## src/rtl/rf_wr_arbiter.sv

```systemverilog
// rf_wr_arbiter: shares the register-file write port between WB (A) and the long-latency unit (B).
// Ports:
//   i_clk, i_rst                     clock, asynchronous active-high reset
//   i_wb_w/i_wb_dst/i_wb_data        writeback request (A)
//   i_lu_valid/o_lu_ready/i_lu_*     long-latency result handshake into a one-entry buffer (B)
//   i_iss_set/i_iss_dst              mark a destination pending when a long-latency op issues
//   o_busy                           pending-write bit per register
//   o_wb_stall                       one-cycle hold of WB when B has starved
//   o_rf_w/o_rf_dst/o_rf_data        registered register-file write port
module rf_wr_arbiter #(
  parameter int WIDTH        = 32,
  parameter int RF_DEPTH     = 32,
  parameter int RF_ADD_SIZE  = 5,
  parameter int STARVE_LIMIT = 4
) (
  input  logic                   i_clk,
  input  logic                   i_rst,
  input  logic                   i_wb_w,
  input  logic [RF_ADD_SIZE-1:0] i_wb_dst,
  input  logic [WIDTH-1:0]       i_wb_data,
  input  logic                   i_lu_valid,
  output logic                   o_lu_ready,
  input  logic [RF_ADD_SIZE-1:0] i_lu_dst,
  input  logic [WIDTH-1:0]       i_lu_data,
  input  logic                   i_iss_set,
  input  logic [RF_ADD_SIZE-1:0] i_iss_dst,
  output logic [RF_DEPTH-1:0]    o_busy,
  output logic                   o_wb_stall,
  output logic                   o_rf_w,
  output logic [RF_ADD_SIZE-1:0] o_rf_dst,
  output logic [WIDTH-1:0]       o_rf_data
);
  typedef enum logic [1:0] {IDLE, WAIT, FORCE} state_t;
  state_t                 r_state;
  logic                   r_buf_valid;
  logic [RF_ADD_SIZE-1:0] r_buf_dst;
  logic [WIDTH-1:0]       r_buf_data;
  logic [3:0]             r_cnt;
  logic [RF_DEPTH-1:0]    r_busy;
  logic                   w_grant_a;
  logic                   w_grant_b;
  logic                   w_capture;
  logic [RF_DEPTH-1:0]    w_busy_nxt;
  assign w_grant_a  = (r_state != FORCE) & i_wb_w & (i_wb_dst != '0);
  assign w_grant_b  = ~w_grant_a & r_buf_valid;
  // Results for x0 complete the handshake but are never buffered.
  assign w_capture  = i_lu_valid & ~r_buf_valid & (i_lu_dst != '0);
  assign o_lu_ready = ~r_buf_valid;
  assign o_busy     = r_busy;
  // Clear on drain first so a same-cycle issue to that register wins.
  always_comb begin
    w_busy_nxt = r_busy;
    if (w_grant_b) w_busy_nxt[r_buf_dst] = 1'b0;
    if (i_iss_set) w_busy_nxt[i_iss_dst] = 1'b1;
    w_busy_nxt[0] = 1'b0;
  end
  always_ff @(posedge i_clk or posedge i_rst) begin
    if (i_rst) begin
      r_state     <= IDLE;
      r_buf_valid <= 1'b0;
      r_buf_dst   <= '0;
      r_buf_data  <= '0;
      r_cnt       <= '0;
      r_busy      <= '0;
      o_wb_stall  <= 1'b0;
      o_rf_w      <= 1'b0;
      o_rf_dst    <= '0;
      o_rf_data   <= '0;
    end else begin
      r_busy <= w_busy_nxt;
      o_rf_w <= w_grant_a | w_grant_b;
      if (w_grant_a) begin
        o_rf_dst  <= i_wb_dst;
        o_rf_data <= i_wb_data;
      end else if (w_grant_b) begin
        o_rf_dst  <= r_buf_dst;
        o_rf_data <= r_buf_data;
      end
      if (w_capture) begin
        r_buf_valid <= 1'b1;
        r_buf_dst   <= i_lu_dst;
        r_buf_data  <= i_lu_data;
      end else if (w_grant_b) begin
        r_buf_valid <= 1'b0;
      end
      case (r_state)
        IDLE: if (w_capture) r_state <= WAIT;
        WAIT: begin
          if (w_grant_b) begin
            r_state <= IDLE;
            r_cnt   <= '0;
          end else if (w_grant_a) begin
            r_cnt <= r_cnt + 4'd1;
            // The FORCE transition caps cnt at STARVE_LIMIT, so it cannot wrap.
            if (r_cnt == 4'(STARVE_LIMIT - 1)) begin
              r_state    <= FORCE;
              o_wb_stall <= 1'b1;
            end
          end
        end
        FORCE: begin
          r_state    <= IDLE;
          o_wb_stall <= 1'b0;
          r_cnt      <= '0;
        end
        default: r_state <= IDLE;
      endcase
    end
  end
endmodule

```

## config.mk

```make
export PLATFORM = sky130hd
export DESIGN_NAME = rf_wr_arbiter
export DESIGN_NICKNAME = d
export VERILOG_FILES = /design/src/rtl/rf_wr_arbiter.sv
export SDC_FILE = /design/constraint.sdc
export NUM_CORES = 1
export LEC_CHECK = 0
export ABC_CLOCK_PERIOD_IN_PS = 4500
export CAP_MARGIN = 20
export CELL_PAD_IN_SITES_DETAIL_PLACEMENT = 1
export CELL_PAD_IN_SITES_GLOBAL_PLACEMENT = 1
export CORE_ASPECT_RATIO = 1.2
export CORE_UTILIZATION = 25
export DETAILED_ROUTE_END_ITERATION = 10
export HOLD_SLACK_MARGIN = 0.06
export PLACE_DENSITY = 0.58
export SYNTH_ARGS = -nofsm -noshare
export SYNTH_HDL_FRONTEND = slang
export SYNTH_SLANG_ARGS = --single-unit
```

## constraint.sdc

```tcl
create_clock -name i_clk -period 4.5 [get_ports i_clk]
set_input_delay 1.125 -clock i_clk [delete_from_list [all_inputs] [get_ports i_clk]]
set_output_delay 1.125 -clock i_clk [all_outputs]
set_load 0.05 [all_outputs]
```

# == Yosys cells after proc, flatten, opt, wreduce, memory -nomap -nowiden ==
# Cells that the tools add are included.
# op_classes
n_addsub,1
magnitude_cmp,4
n_eq_ne,10
n_mux,24
n_bitwise,11
n_reduce_logical,11
# ops
op,n
two-way mux 32 bit,4
bitwise AND 32 bit,1
NOT 32 bit,1
OR 32 bit,1
< comparator 5 x 6 -> 1 bit (second input constant),2
demux 1 bit (select 5 bit),2
>= comparator 5 x 1 -> 1 bit (second input constant),2
two-way mux 5 bit,2
inequality test 2 bit (second input constant),5
nonzero test 5 bit,2
two-way mux 2 bit,4
two-way mux 4 bit,2
one-hot mux 4 bit (2 select lines),1
two-way mux 1 bit,7
inequality test 3 bit (second input constant),2
nonzero test 2 bit,3
bitwise AND 1 bit,5
adder 4 x 1 -> 4 bit (second input constant),1
equality test 4 x 2 -> 1 bit (second input constant),1
one-hot mux 2 bit (2 select lines),1
AND reduction 4 bit,1
AND reduction 3 bit,1
equality test 2 x 1 -> 1 bit (second input constant),1
equality test 2 bit (second input constant),1
6 further kinds,8
# word_totals
ff_bits,114
input_bits,84
output_inout_bits,72
wordCells,71

# == Depth between registers and ports, before layout ==
# Gate-level depths: netlist (run 1).
# logic_depth
depth_word,9
mapped_depth,7
depth_no_buf,4

# == Worst setup path after synthesis (run 1) ==
# No wires, ideal clock.
# synth_timing
kind,input to register
start,in i_wb_dst[3]
end,reg r_busy[13] (netlist: o_busy[13])
setup_time_ps,129
arrival_time_ps,2596
t_required_ps,4371
path_slack_ps,1775
cell_stages,5
path_buffers,1
path_cell_list,or3_4 o311a_4 buf_6 or4_1 o2bb2ai_1
# synth_via
elab_chain_cells,7
# synth_lines
element,line_no,text
start: declaration,19,"input logic [RF_ADD_SIZE-1:0] i_wb_dst,"
nonzero test 5 bit *,44,assign w_grant_a = (r_state != FORCE) & i_wb_w & (i_wb_dst != '0);
bitwise AND 1 bit *,44,
NOT 1 bit *,45,assign w_grant_b = ~w_grant_a & r_buf_valid;
bitwise AND 1 bit *,45,
two-way mux 32 bit *,53,if (w_grant_b) w_busy_nxt[r_buf_dst] = 1'b0;
OR 32 bit (no source line),n/a,
two-way mux 32 bit *,54,if (i_iss_set) w_busy_nxt[i_iss_dst] = 1'b1;
via w_busy_nxt[13],43,logic [RF_DEPTH-1:0] w_busy_nxt;
end signal: assignment,70,r_busy <= w_busy_nxt;
end: declaration,39,logic [RF_DEPTH-1:0] r_busy;
# The timed path passes the listed nets; every way through them passes the cells marked *.
# A chain may end at the register's enable or synchronous reset.

# == Worst setup path in the final report (run 1) ==
# layout_timing
start,reg r_buf_valid
end,out o_lu_ready
# layout_via
elab_chain_cells,1
# layout_lines
element,line_no,text
start: declaration,35,logic r_buf_valid;
start signal: assignment,60,r_buf_valid <= 1'b0;
start signal: assignment,80,r_buf_valid <= 1'b1;
start signal: assignment,84,r_buf_valid <= 1'b0;
NOT 1 bit,48,assign o_lu_ready = ~r_buf_valid;
end: declaration,22,"output logic o_lu_ready,"
# No other way between the ends.

==> key figures, run 1 <==
Synthesis
  – Netlist cell types: 41
  – Sequential share of the synthesized area: 57.0%
  – Synth Area in Compound Gates: 13.3%
  – Post-Synth Adder-Cell Area: 0.250%
  – XOR/XNOR Fraction of Synth Area: 0%
  – Syn Area/Cell: 11.5 um2
  – Cells after synthesis: 436
  – Synth area leaders: dfrtp_1, mux2i_1, mux2_2
  – Syn nets: 521
  – Largest area contributor in the netlist: dfrtp_1
  – Most used DFF post-synth: dfrtp_1
  – Yosys warning count: 0
  – Multiplexer area fraction after synthesis: 14.6%
  – Post-Synth Simple-Gate Area: 11.9%
  – Post-synth EDFFs: 0
  – Combinational family with the most area after synthesis: multiplexers
  – Seq cells post-synth: 114
  – Ys async rst share: 100%
  – Yosys top cell area share: 57.0%
  – Mapped Area: 5000 um2

Global route
  – Largest net degree at the start of global routing: 106
  – GRT busiest layer: met2
  – GR Layer Usage met3: 4.77%
  – GRT met2 Usage: 28.0%
  – Met1 Use GR: 17.6%
  – Gr usage total: 15.7%
  – Vias in the first global route: 4473
  – Initial antenna violation count: 0
  – Global-route wire length before repair: 24.8 mm
  – Grt ovf: 0

Final layout
  – Ant. Diodes: 0
  – Sequential cell area: 2850 um2
  – Layout cells sized above 1: 12.6%
  – # fillers: 2093
  – Multi-input logic area: 2020 um2
  – Area delta synth->final: 48.0%
  – Final nets: 669
  – Finished Layout Cells: 858

Status
  – Status: complete, no violations

STA
  – Fin crit period: 3.29 ns
  – Final period util: 73.2%
  – RSZ-0062 raised after global routing: false
  – Final setup margin: 1.21 ns
  – TNS Setup: 0 ns
  – Final Setup Violations: 0
  – Clk_skew: 0.00618 ns
  – F_max: 0.304 GHz
  – Hold Fails Final Rpt: 0
  – Slew Viols, Final: 0
  – Max-slew headroom at the worst pin: 26.9%
  – Worst-margin pin slew: 1.08 ns

Power
  – Pwr Total: 0.00456 W
  – Power Density: 616 nW/um2
  – Worst VDD drop: 0.000241 V
  – Lkg Pwr: 2.98 nW

Floorplan
  – Die width: 131 um
  – Die Y: 157 um
  – Initial Utilization: 25.6%
  – Rows: 56
  – Ports: 156
  – Core Box Area: 19500 um2
  – DIE AREA: 20600 um2

Flow run
  – Max-Cap Viols: 0

Placed design
  – Pre-CTS setup slack: 0.907 ns
  – Final HPWL DP: 10.4 mm
  – GP Congestion: 0.762
  – Port bufs: 154
  – Dpl cells: 826

Critical path
  – Beginning of the critical path: r_buf_valid
  – CP startpoint kind: flop
  – FF-to-FF path depth: 5
  – Setup crit end kind: output pin
  – End of the worst register-to-register path: r_buf_data[31]
  – Crit-path max FO: 20
  – Critical path arrival: 2.17 ns
  – Crit path kind: reg -> out
  – CP endpoint: o_lu_ready
  – R2R Setup Slk: 2.15 ns
  – Reg-to-Reg Start: r_buf_valid
  – Required @ worst endpoint: 3.38 ns

Drt
  – Avg Vias per Cell: 4.77
  – Initial drt markers: 186
  – Drt first pass iters: 4
  – Post-detailed-route wirelength per cell: 17.8 um
  – Drt total wl: 15.3 mm
  – Antenna Violating Nets Remaining: 0
  – Drt drc: 0
  – Via count: 4095

Clock network
  – Clock tree sinks: 114
  – Clock latency on the worst-skew pair: 0.41 ns
  – Post-CTS Setup Repair Bufs: 0
  – CTS buffer count: 17
  – CTS tree: yes
  – CTS root buf: clkbuf_16
  – Reg clk slew, reported paths: 0.05 ns
  – Hold-fix buffers, CTS: 0
  – Post_cts resized: 0
  – H-tree levels: 4
  – Deepest clock path buffer count: 2

Worst hold path
  – Min-Delay Path Class: reg -> reg
[layout make-up]
| cell class | instances | area share (%) |
|---|---|---|
| clock buffer | 22 | 6.54 |
| clock inverter | 10 | 1.76 |
| inverter | 4 | 0.236 |
| multi-input combinational | 290 | 27.2 |
| sequential | 114 | 38.5 |
| tap | 261 | 4.41 |
| timing repair buffer | 157 | 21.3 |
[state kept, by name, summed over array words and instances (netlist names), 2 cells and up]
name / cells
r_state: 2
o_busy: 31
r_buf_data: 32
r_cnt: 4
o_rf_dst: 5
o_rf_data: 32
r_buf_dst: 5
[cell usage after synthesis (2+ instances only)]
| library cell | instances |
|---|---|
| nand3_1 | 7 |
| buf_2 | 5 |
| nor2_1 | 7 |
| or3b_2 | 3 |
| or4_1 | 16 |
| dfrtp_1 | 114 |
| mux2i_1 | 37 |
| clkbuf_1 | 19 |
| inv_1 | 4 |
| buf_6 | 2 |
| o2bb2ai_1 | 15 |
| mux2_2 | 32 |
| or3_1 | 3 |
| nand2_1 | 58 |
| nand2b_1 | 6 |
| nand3b_1 | 9 |
| o211ai_1 | 2 |
| o21ai_0 | 58 |
| o31ai_1 | 17 |
[routing by layer]
metal	wire, um	share of wire [%]
met1	6220	41
met2	7970	52
met4	216	1.4
met3	878	5.7
met5	0	0
[cells in the final DEF, fill, tap and decap left out, drive strengths merged, types with 2 or more instances in the layout]
cell / count
clkdlybuf4s50: 154
dfrtp: 114
o21ai: 59
nand2: 58
mux2i: 37
mux2: 32
clkbuf: 22
o31ai: 17
or4: 16
o2bb2ai: 15
nand3b: 9
nor2: 7
nand3: 7
nand2b: 6
clkinv: 5
inv: 4
or3: 4
or3b: 3
bufinv: 3
buf: 3
o211ai: 2
clkinvlp: 2
o311ai: 2
[critical path: stages, from the launching register on]
cell	delay, ns
dfrtp_2	0.39
inv_1	0.45
clkdlybuf4s50_1	0.92
[through the flow]
step / util (%) / hold WS, ns / cell area (um2)
floorplan: - / 0.479 / 5000
global placement: 34.7 / 0.478 / 6790
detailed placement: 34.7 / 0.481 / 6790
CTS: 37.9 / 0.499 / 7410
global route: 37.9 / 0.521 / 7410
finish: 37.9 / 0.495 / 7410
[how the worst min path moves through the flow]
| stage | startpoint | to | depth (start not counted) |
|---|---|---|---|
| 6_report | o_busy[12] | o_busy[12] | 1 |
| 5_1_grt | o_busy[20] | o_busy[20] | 1 |
| 4_1_cts | o_busy[17] | o_busy[17] | 1 |
| 3_5_place_dp | o_busy[17] | o_busy[17] | 1 |
| 3_3_place_gp | o_busy[21] | o_busy[21] | 1 |
| 2_1_floorplan | r_buf_data[0] | r_buf_data[0] | 1 |
[kinds of logic (layout without fill, tap and decap cells)]
group / Yosys count / after routing
compound gates: 103 / 103
fa+ha+maj: 1 / 1
buf+inv: 32 / 193
mux: 69 / 69
flops: 114 / 114
other cells: 1 / 1
simple gates: 116 / 116
[power by group]
| group | switching [W] | leakage (nW) | internal [W] | total [W] |
|---|---|---|---|---|
| clock | 0.000468 | 0.302 | 0.000924 | 0.00139 |
| combinational | 0.00103 | 1.33 | 0.000618 | 0.00165 |
| sequential | 0.000209 | 1.36 | 0.00131 | 0.00152 |
Note: power is estimated with default switching activity, not from simulation.
==> run 2: changes to the inputs <==
--- a/config.mk
+++ b/config.mk
@@ -5,7 +5,7 @@
 export SDC_FILE = /design/constraint.sdc
 export NUM_CORES = 1
 export LEC_CHECK = 0
-export ABC_CLOCK_PERIOD_IN_PS = 4500
+export ABC_CLOCK_PERIOD_IN_PS = 3400
 export CAP_MARGIN = 20
 export CELL_PAD_IN_SITES_DETAIL_PLACEMENT = 1
 export CELL_PAD_IN_SITES_GLOBAL_PLACEMENT = 1
==> constraint.sdc (replaced) <==
create_clock -name i_clk -period 3.4 [get_ports i_clk]
set_input_delay 0.85 -clock i_clk [delete_from_list [all_inputs] [get_ports i_clk]]
set_output_delay 0.85 -clock i_clk [all_outputs]
set_load 0.05 [all_outputs]
==> key figures, run 2 (synthesis results as in run 1) <==
Final layout
  – Area delta synth->final: 49.7%
  – Final nets: 675 (+0.90%)
  – Ant. Diodes: 0 (unchanged)
  – Layout cells sized above 1: 13.3% (+0.70 points)
  – Most frequent cells in the layout: clkdlybuf4s50_1, dfrtp_1, nand2_1, o21ai_0, mux2i_1
  – Commonest non-fill, non-tap cell in the layout: clkdlybuf4s50_1

Floorplan
  – Rows: 56 (unchanged)
  – Die width: 131 um (unchanged)
  – Die Y: 157 um (unchanged)
  – Core Box Area: 19500 um2 (unchanged)
  – Initial Utilization: 25.6% (unchanged)
  – DIE AREA: 20600 um2 (unchanged)
  – Ports: 156 (unchanged)

Clock network
  – Reg clk slew, reported paths: 0.05 ns (about the same)
  – Post_cts resized: 0 (unchanged)
  – Deepest clock path buffer count: 2 (unchanged)
  – Clock tree sinks: 114 (unchanged)
  – CTS tree: yes
  – CTS root buf: clkbuf_16
  – Hold-fix buffers, CTS: 0 (unchanged)
  – H-tree levels: 4 (unchanged)
  – Clock latency on the worst-skew pair: 0.41 ns (about the same)
  – CTS buffer count: 17 (unchanged)
  – Post-CTS Setup Repair Bufs: 0 (unchanged)

Critical path
  – CP Cell Sequence: inv_1 -> clkdlybuf4s50_1
  – CP startpoint kind: flop
  – Worst path top cell family by delay: buffers and inverters
  – Crit path kind: reg -> out
  – Setup crit end kind: output pin
  – Sum of buffers and inverters on the critical path: 2 (unchanged)
  – Slowest-stage cell, CP: clkdlybuf4s50_1
  – Required @ worst endpoint: 2.55 ns (-0.83 ns)
  – Crit-path max FO: 13 (-35%)
  – CP peak stage delay: 0.81 ns (-0.11 ns)
  – Critical path arrival: 1.92 ns (-0.25 ns)

Placed design
  – GP Congestion: 0.776 (+1.8%)
  – Final HPWL DP: 11.0 mm (+6.0%)
  – Port bufs: 154 (unchanged)

Global route
  – GR Layer Usage met3: 5.64% (+0.87 points)
  – Gr usage total: 15.7% (-0.033 points)
  – GRT busiest layer: met2
  – Initial antenna violation count: 0 (unchanged)
  – GRT met2 Usage: 27.6% (-0.46 points)
  – Largest net degree at the start of global routing: 55 (-48%)
  – Global-route wire length before repair: 24.8 mm (-0.20%)
  – Vias in the first global route: 4455 (-0.40%)
  – Met1 Use GR: 17.1% (-0.42 points)
  – Grt ovf: 0 (unchanged)

Power
  – Switching Share: 37.0% (-0.47 points)
  – Pwr Total: 0.00613 W (+34%)
  – Clock share of power: 31.4% (+0.9 points)
  – Sequential group share of total power: 33.1% (-0.2 points)
  – Worst VDD drop: 0.000308 V (+28%)
  – Logic pwr share: 35.5% (-0.7 points)
  – P_int: 0.00386 W (+35%)
  – Power Density: 818 nW/um2 (+33%)
  – Lkg Pwr: 3.02 nW (+1.3%)
  – NetSw: 0.00227 W (+33%)

STA
  – Hold Fails Final Rpt: 0 (unchanged)
  – RSZ-0062 raised after global routing: false
  – Clk_skew: 0.00691 ns (+0.000734 ns)
  – F_max: 0.362 GHz
  – Final Setup Violations: 0 (unchanged)
  – Slew Viols, Final: 0 (unchanged)
  – Max-slew headroom at the worst pin: 55.4% (+29 points)
  – Hold slack: 0.499 ns (+0.00451 ns)
  – Final period util: 81.4%
  – Worst-margin pin slew: 0.668 ns (-0.412 ns)
  – Fin crit period: 2.77 ns
  – TNS Setup: 0 ns (unchanged)

Drt
  – Post-detailed-route wirelength per cell: 17.8 um (+0.17%)
  – Antenna Violating Nets Remaining: 0 (unchanged)
  – Drt first pass iters: 6 (+2)
  – Drt total wl: 15.4 mm (+0.87%)
  – Drt drc: 0 (unchanged)
  – Via count: 4049 (-1.1%)
  – Avg Vias per Cell: 4.69 (-1.8%)
  – Initial drt markers: 214 (+15%)

Worst hold path
  – Min-Delay Path Class: reg -> reg

Flow run
  – Max-Cap Viols: 0 (unchanged)

Status
  – Status: complete, no violations
[run 2: cell types whose count changed in the layout (fill, tap and decap cells not counted)]
cell / delta
buf_4: +5
clkinv_2: -2
buf_12: +1
bufinv_16: +1
clkbuf_1: +1
clkinv_4: +1
inv_4: -1
[run 2: final cells by class]
class / count / area, um2
multi-input combinational: 290 / 2020
clock buffer: 23 / 488
clock inverter: 9 / 151
tap: 261 / 327
inverter: 4 / 18.8
timing repair buffer: 163 / 1630
sequential: 114 / 2850
fill: 2088 / 12100
[run 2: final timing paths]
path	start	endpoint	depth (start not counted)	slack, ns
setup / recovery	r_buf_valid	o_lu_ready	2	0.63
hold / removal	o_busy[1]	o_busy[1]	1	0.50
min in group asynchronous	i_rst	o_rf_data[1]	2	0.88
setup reg to reg	r_state[0]	r_state[0]	5	1.06
max in group asynchronous	i_rst	o_rf_data[22]	3	1.82
hold reg to reg	o_busy[1]	o_busy[1]	1	0.50
[run 2: power groups by stage]
| stage | registers, W | clock network, W | logic (W) |
|---|---|---|---|
| 2_1_floorplan | 0.00275 | 0 | 0.000648 |
| 6_report | 0.00203 | 0.00193 | 0.00218 |
| 4_1_cts | 0.00203 | 0.00198 | 0.00220 |
| 5_1_grt | 0.00209 | 0.00204 | 0.00230 |
| 3_3_place_gp | 0.00204 | 0 | 0.00215 |
| 3_5_place_dp | 0.00205 | 0 | 0.00219 |
[run 2: through the flow]
| step | cells | utilization (%) | worst slack [ns] | area, um2 |
|---|---|---|---|---|
| floorplan | 436 | - | 0.950 | 5010 |
| global placement | 832 | 35.0 | 0.275 | 6850 |
| detailed placement | 832 | 35.0 | 0.235 | 6850 |
| CTS | 864 | 38.3 | 0.579 | 7490 |
| global route | 864 | 38.3 | 0.561 | 7490 |
| finish | 864 | 38.3 | 0.634 | 7490 |
[run 2: metal layers]
metal / vias up / wire length [um] / share of wire, %
met5: - / 0 / 0
met4: 0 / 327 / 2.1
met3: 22 / 894 / 5.8
met2: 111 / 7900 / 51
met1: 2009 / 6290 / 41
li1: 1907 / - / -
[run 2: worst reg2reg max path, cell delays in order, from the launching register on]
cell and delay [ns]:
dfrtp_1 0.53, nand2b_1 0.25, o311a_4 0.55, buf_4 0.56, nor2_1 0.12, o31ai_1 0.24
==> run 3: changes to the inputs <==
--- a/config.mk
+++ b/config.mk
@@ -5,7 +5,7 @@
 export SDC_FILE = /design/constraint.sdc
 export NUM_CORES = 1
 export LEC_CHECK = 0
-export ABC_CLOCK_PERIOD_IN_PS = 3400
+export ABC_CLOCK_PERIOD_IN_PS = 2850
 export CAP_MARGIN = 20
 export CELL_PAD_IN_SITES_DETAIL_PLACEMENT = 1
 export CELL_PAD_IN_SITES_GLOBAL_PLACEMENT = 1
==> constraint.sdc (replaced) <==
create_clock -name i_clk -period 2.85 [get_ports i_clk]
set_input_delay 0.7125 -clock i_clk [delete_from_list [all_inputs] [get_ports i_clk]]
set_output_delay 0.7125 -clock i_clk [all_outputs]
set_load 0.05 [all_outputs]
==> key figures, run 3 (synthesis results as in run 1) <==
Clock network
  – Hold-fix buffers, CTS: 0 (unchanged)
  – Deepest clock path buffer count: 2 (unchanged)
  – Clock latency on the worst-skew pair: 0.41 ns (about the same)
  – Post_cts resized: 0 (unchanged)
  – Post-CTS Setup Repair Bufs: 0 (unchanged)
  – Reg clk slew, reported paths: 0.06 ns (about the same)
  – CTS root buf: clkbuf_16
  – CTS buffer count: 17 (unchanged)
  – H-tree levels: 4 (unchanged)
  – Clock tree sinks: 114 (unchanged)
  – CTS tree: yes

Final layout
  – Layout cells sized above 1: 13.8% (+0.55 points)
  – Multi-input logic area: 2020 um2 (unchanged)
  – Final instance area: 7510 um2 (+0.23%)
  – Area delta synth->final: 50.0%
  – Ant. Diodes: 0 (unchanged)
  – Most frequent cells in the layout: clkdlybuf4s50_1, dfrtp_1, nand2_1, o21ai_0, mux2i_1
  – Commonest non-fill, non-tap cell in the layout: clkdlybuf4s50_1
  – Sequential cell area: 2850 um2 (unchanged)
  – # fillers: 2115 (+1.3%)
  – Final nets: 680 (+0.74%)
  – Final Util: 38.4% (+0.090 points)

Status
  – Status: complete, no violations

Global route
  – Grt ovf: 0 (unchanged)
  – Gr usage total: 15.5% (-0.18 points)
  – Vias in the first global route: 4564 (+2.4%)
  – GRT busiest layer: met2
  – Largest net degree at the start of global routing: 115 (+110%)
  – Initial antenna violation count: 0 (unchanged)
  – GR Layer Usage met3: 4.99% (-0.64 points)
  – GRT met2 Usage: 26.7% (-0.86 points)
  – Global-route wire length before repair: 24.6 mm (-0.84%)
  – Met1 Use GR: 17.6% (+0.44 points)

STA
  – Max-slew headroom at the worst pin: 58.2% (+2.8 points)
  – Clk_skew: 0.00918 ns (+0.00227 ns)
  – Final Setup Violations: 0 (unchanged)
  – RSZ-0062 raised after global routing: false
  – Hold Fails Final Rpt: 0 (unchanged)
  – Fin crit period: 2.46 ns
  – F_max: 0.406 GHz
  – Slew Viols, Final: 0 (unchanged)
  – Final period util: 86.4%
  – Final setup margin: 0.387 ns (-0.247 ns)
  – Worst-margin pin slew: 0.628 ns (-0.0401 ns)

Floorplan
  – Ports: 156 (unchanged)
  – DIE AREA: 20600 um2 (unchanged)
  – Core Box Area: 19500 um2 (unchanged)
  – Initial Utilization: 25.6% (unchanged)
  – Die Y: 157 um (unchanged)
  – Die width: 131 um (unchanged)
  – Rows: 56 (unchanged)

Critical path
  – FF-to-FF path depth: 5 (unchanged)
  – Setup crit end kind: flop
  – CP startpoint kind: input pin
  – Crit path kind: in -> reg
  – Crit-path max FO: 25 (+12)
  – Reg-to-Reg Start: r_state[0]
  – End of the worst register-to-register path: r_state[0]
  – R2R Setup Slk: 0.74 ns (-0.32 ns)
  – Beginning of the critical path: i_wb_dst[3]
  – Critical path arrival: 2.74 ns (+0.82 ns)
  – Required @ worst endpoint: 3.13 ns (+0.58 ns)

Power
  – Power Density: 968 nW/um2 (+18%)
  – Worst VDD drop: 0.000382 V (+24%)
  – Pwr Total: 0.00727 W (+19%)
  – Lkg Pwr: 3.03 nW (+0.34%)

Flow run
  – Max-Cap Viols: 0 (unchanged)

Worst hold path
  – Hold Path End: o_busy[24]
  – HP Start: o_busy[24]
  – Min-Delay Path Class: reg -> reg
  – Hold Path Stages: 1 (unchanged)

Placed design
  – Placed cell area: 6890 um2 (+0.51%)
  – Port bufs: 154 (unchanged)
  – GP Congestion: 0.780 (+0.53%)
  – Final HPWL DP: 10.6 mm (-4.0%)
  – Pre-CTS setup slack: -0.0228 ns (-0.258 ns)

Drt
  – Post-detailed-route wirelength per cell: 17.6 um (-1.5%)
  – Antenna Violating Nets Remaining: 0 (unchanged)
  – Avg Vias per Cell: 4.70 (+0.26%)
  – Initial drt markers: 181 (-15%)
  – Drt total wl: 15.3 mm (-0.98%)
  – Drt first pass iters: 4 (-2)
  – Drt drc: 0 (unchanged)
  – Via count: 4083 (+0.84%)
run 3: cell count changes in the layout (fill, tap and decap cells not counted), sizes merged:
cell	change
buf	+6
clkdlybuf4s50	-1
clkinv	-1
clkinvlp	+1
run 3: worst max-delay path, stage by stage:
cell and delay [ns]:
clkdlybuf4s50_1 0.47, or3_4 0.42, o311a_4 0.43, or4_1 0.56
o2bb2ai_1 0.15
run 3: through the flow:
stage	cells	setup TNS, ns	hold WS (ns)
after global routing	869	0	0.509
after floorplan	436	0	0.479
after detailed placement	837	-0.0774	0.489
after CTS	869	0	0.505
final	869	0	0.502
after global placement	837	0	0.480
run 3: how the worst max path moves through the flow:
stage / endpoint / slack [ns] / depth (start not counted)
2_1_floorplan: o_busy[13] / 0.54 / 5
3_3_place_gp: o_busy[17] / 0.03 / 5
3_5_place_dp: o_busy[9] / -0.02 / 5
4_1_cts: o_busy[17] / 0.38 / 5
5_1_grt: o_busy[17] / 0.36 / 5
6_report: o_busy[17] / 0.39 / 5
run 3: where the power goes:
group / internal (W) / switching [W] / total (W)
Sequential: 0.00207 / 0.000335 / 0.00240
Clock: 0.00151 / 0.000734 / 0.00224
Combinational: 0.000993 / 0.00163 / 0.00263
Total: 0.00457 / 0.00270 / 0.00727
run 3: layout make-up:
| class | count | share of cell area [%] |
|---|---|---|
| well taps | 261 | 4.35 |
| repair buffers | 168 | 22.2 |
| inverters | 4 | 0.250 |
| flip-flops and latches | 114 | 38.0 |
| clock buffers | 23 | 6.23 |
| multi-input cells | 290 | 26.9 |
| clock inverters | 9 | 2.05 |
run 3: layer usage:
| metal | part of all wire, % | vias to the layer above |
|---|---|---|
| met1 | 42 | 2039 |
| met2 | 51 | 117 |
| met3 | 6.0 | 20 |
| li1 | - | 1907 |
| met4 | 1.8 | 0 |
| met5 | 0 | - |
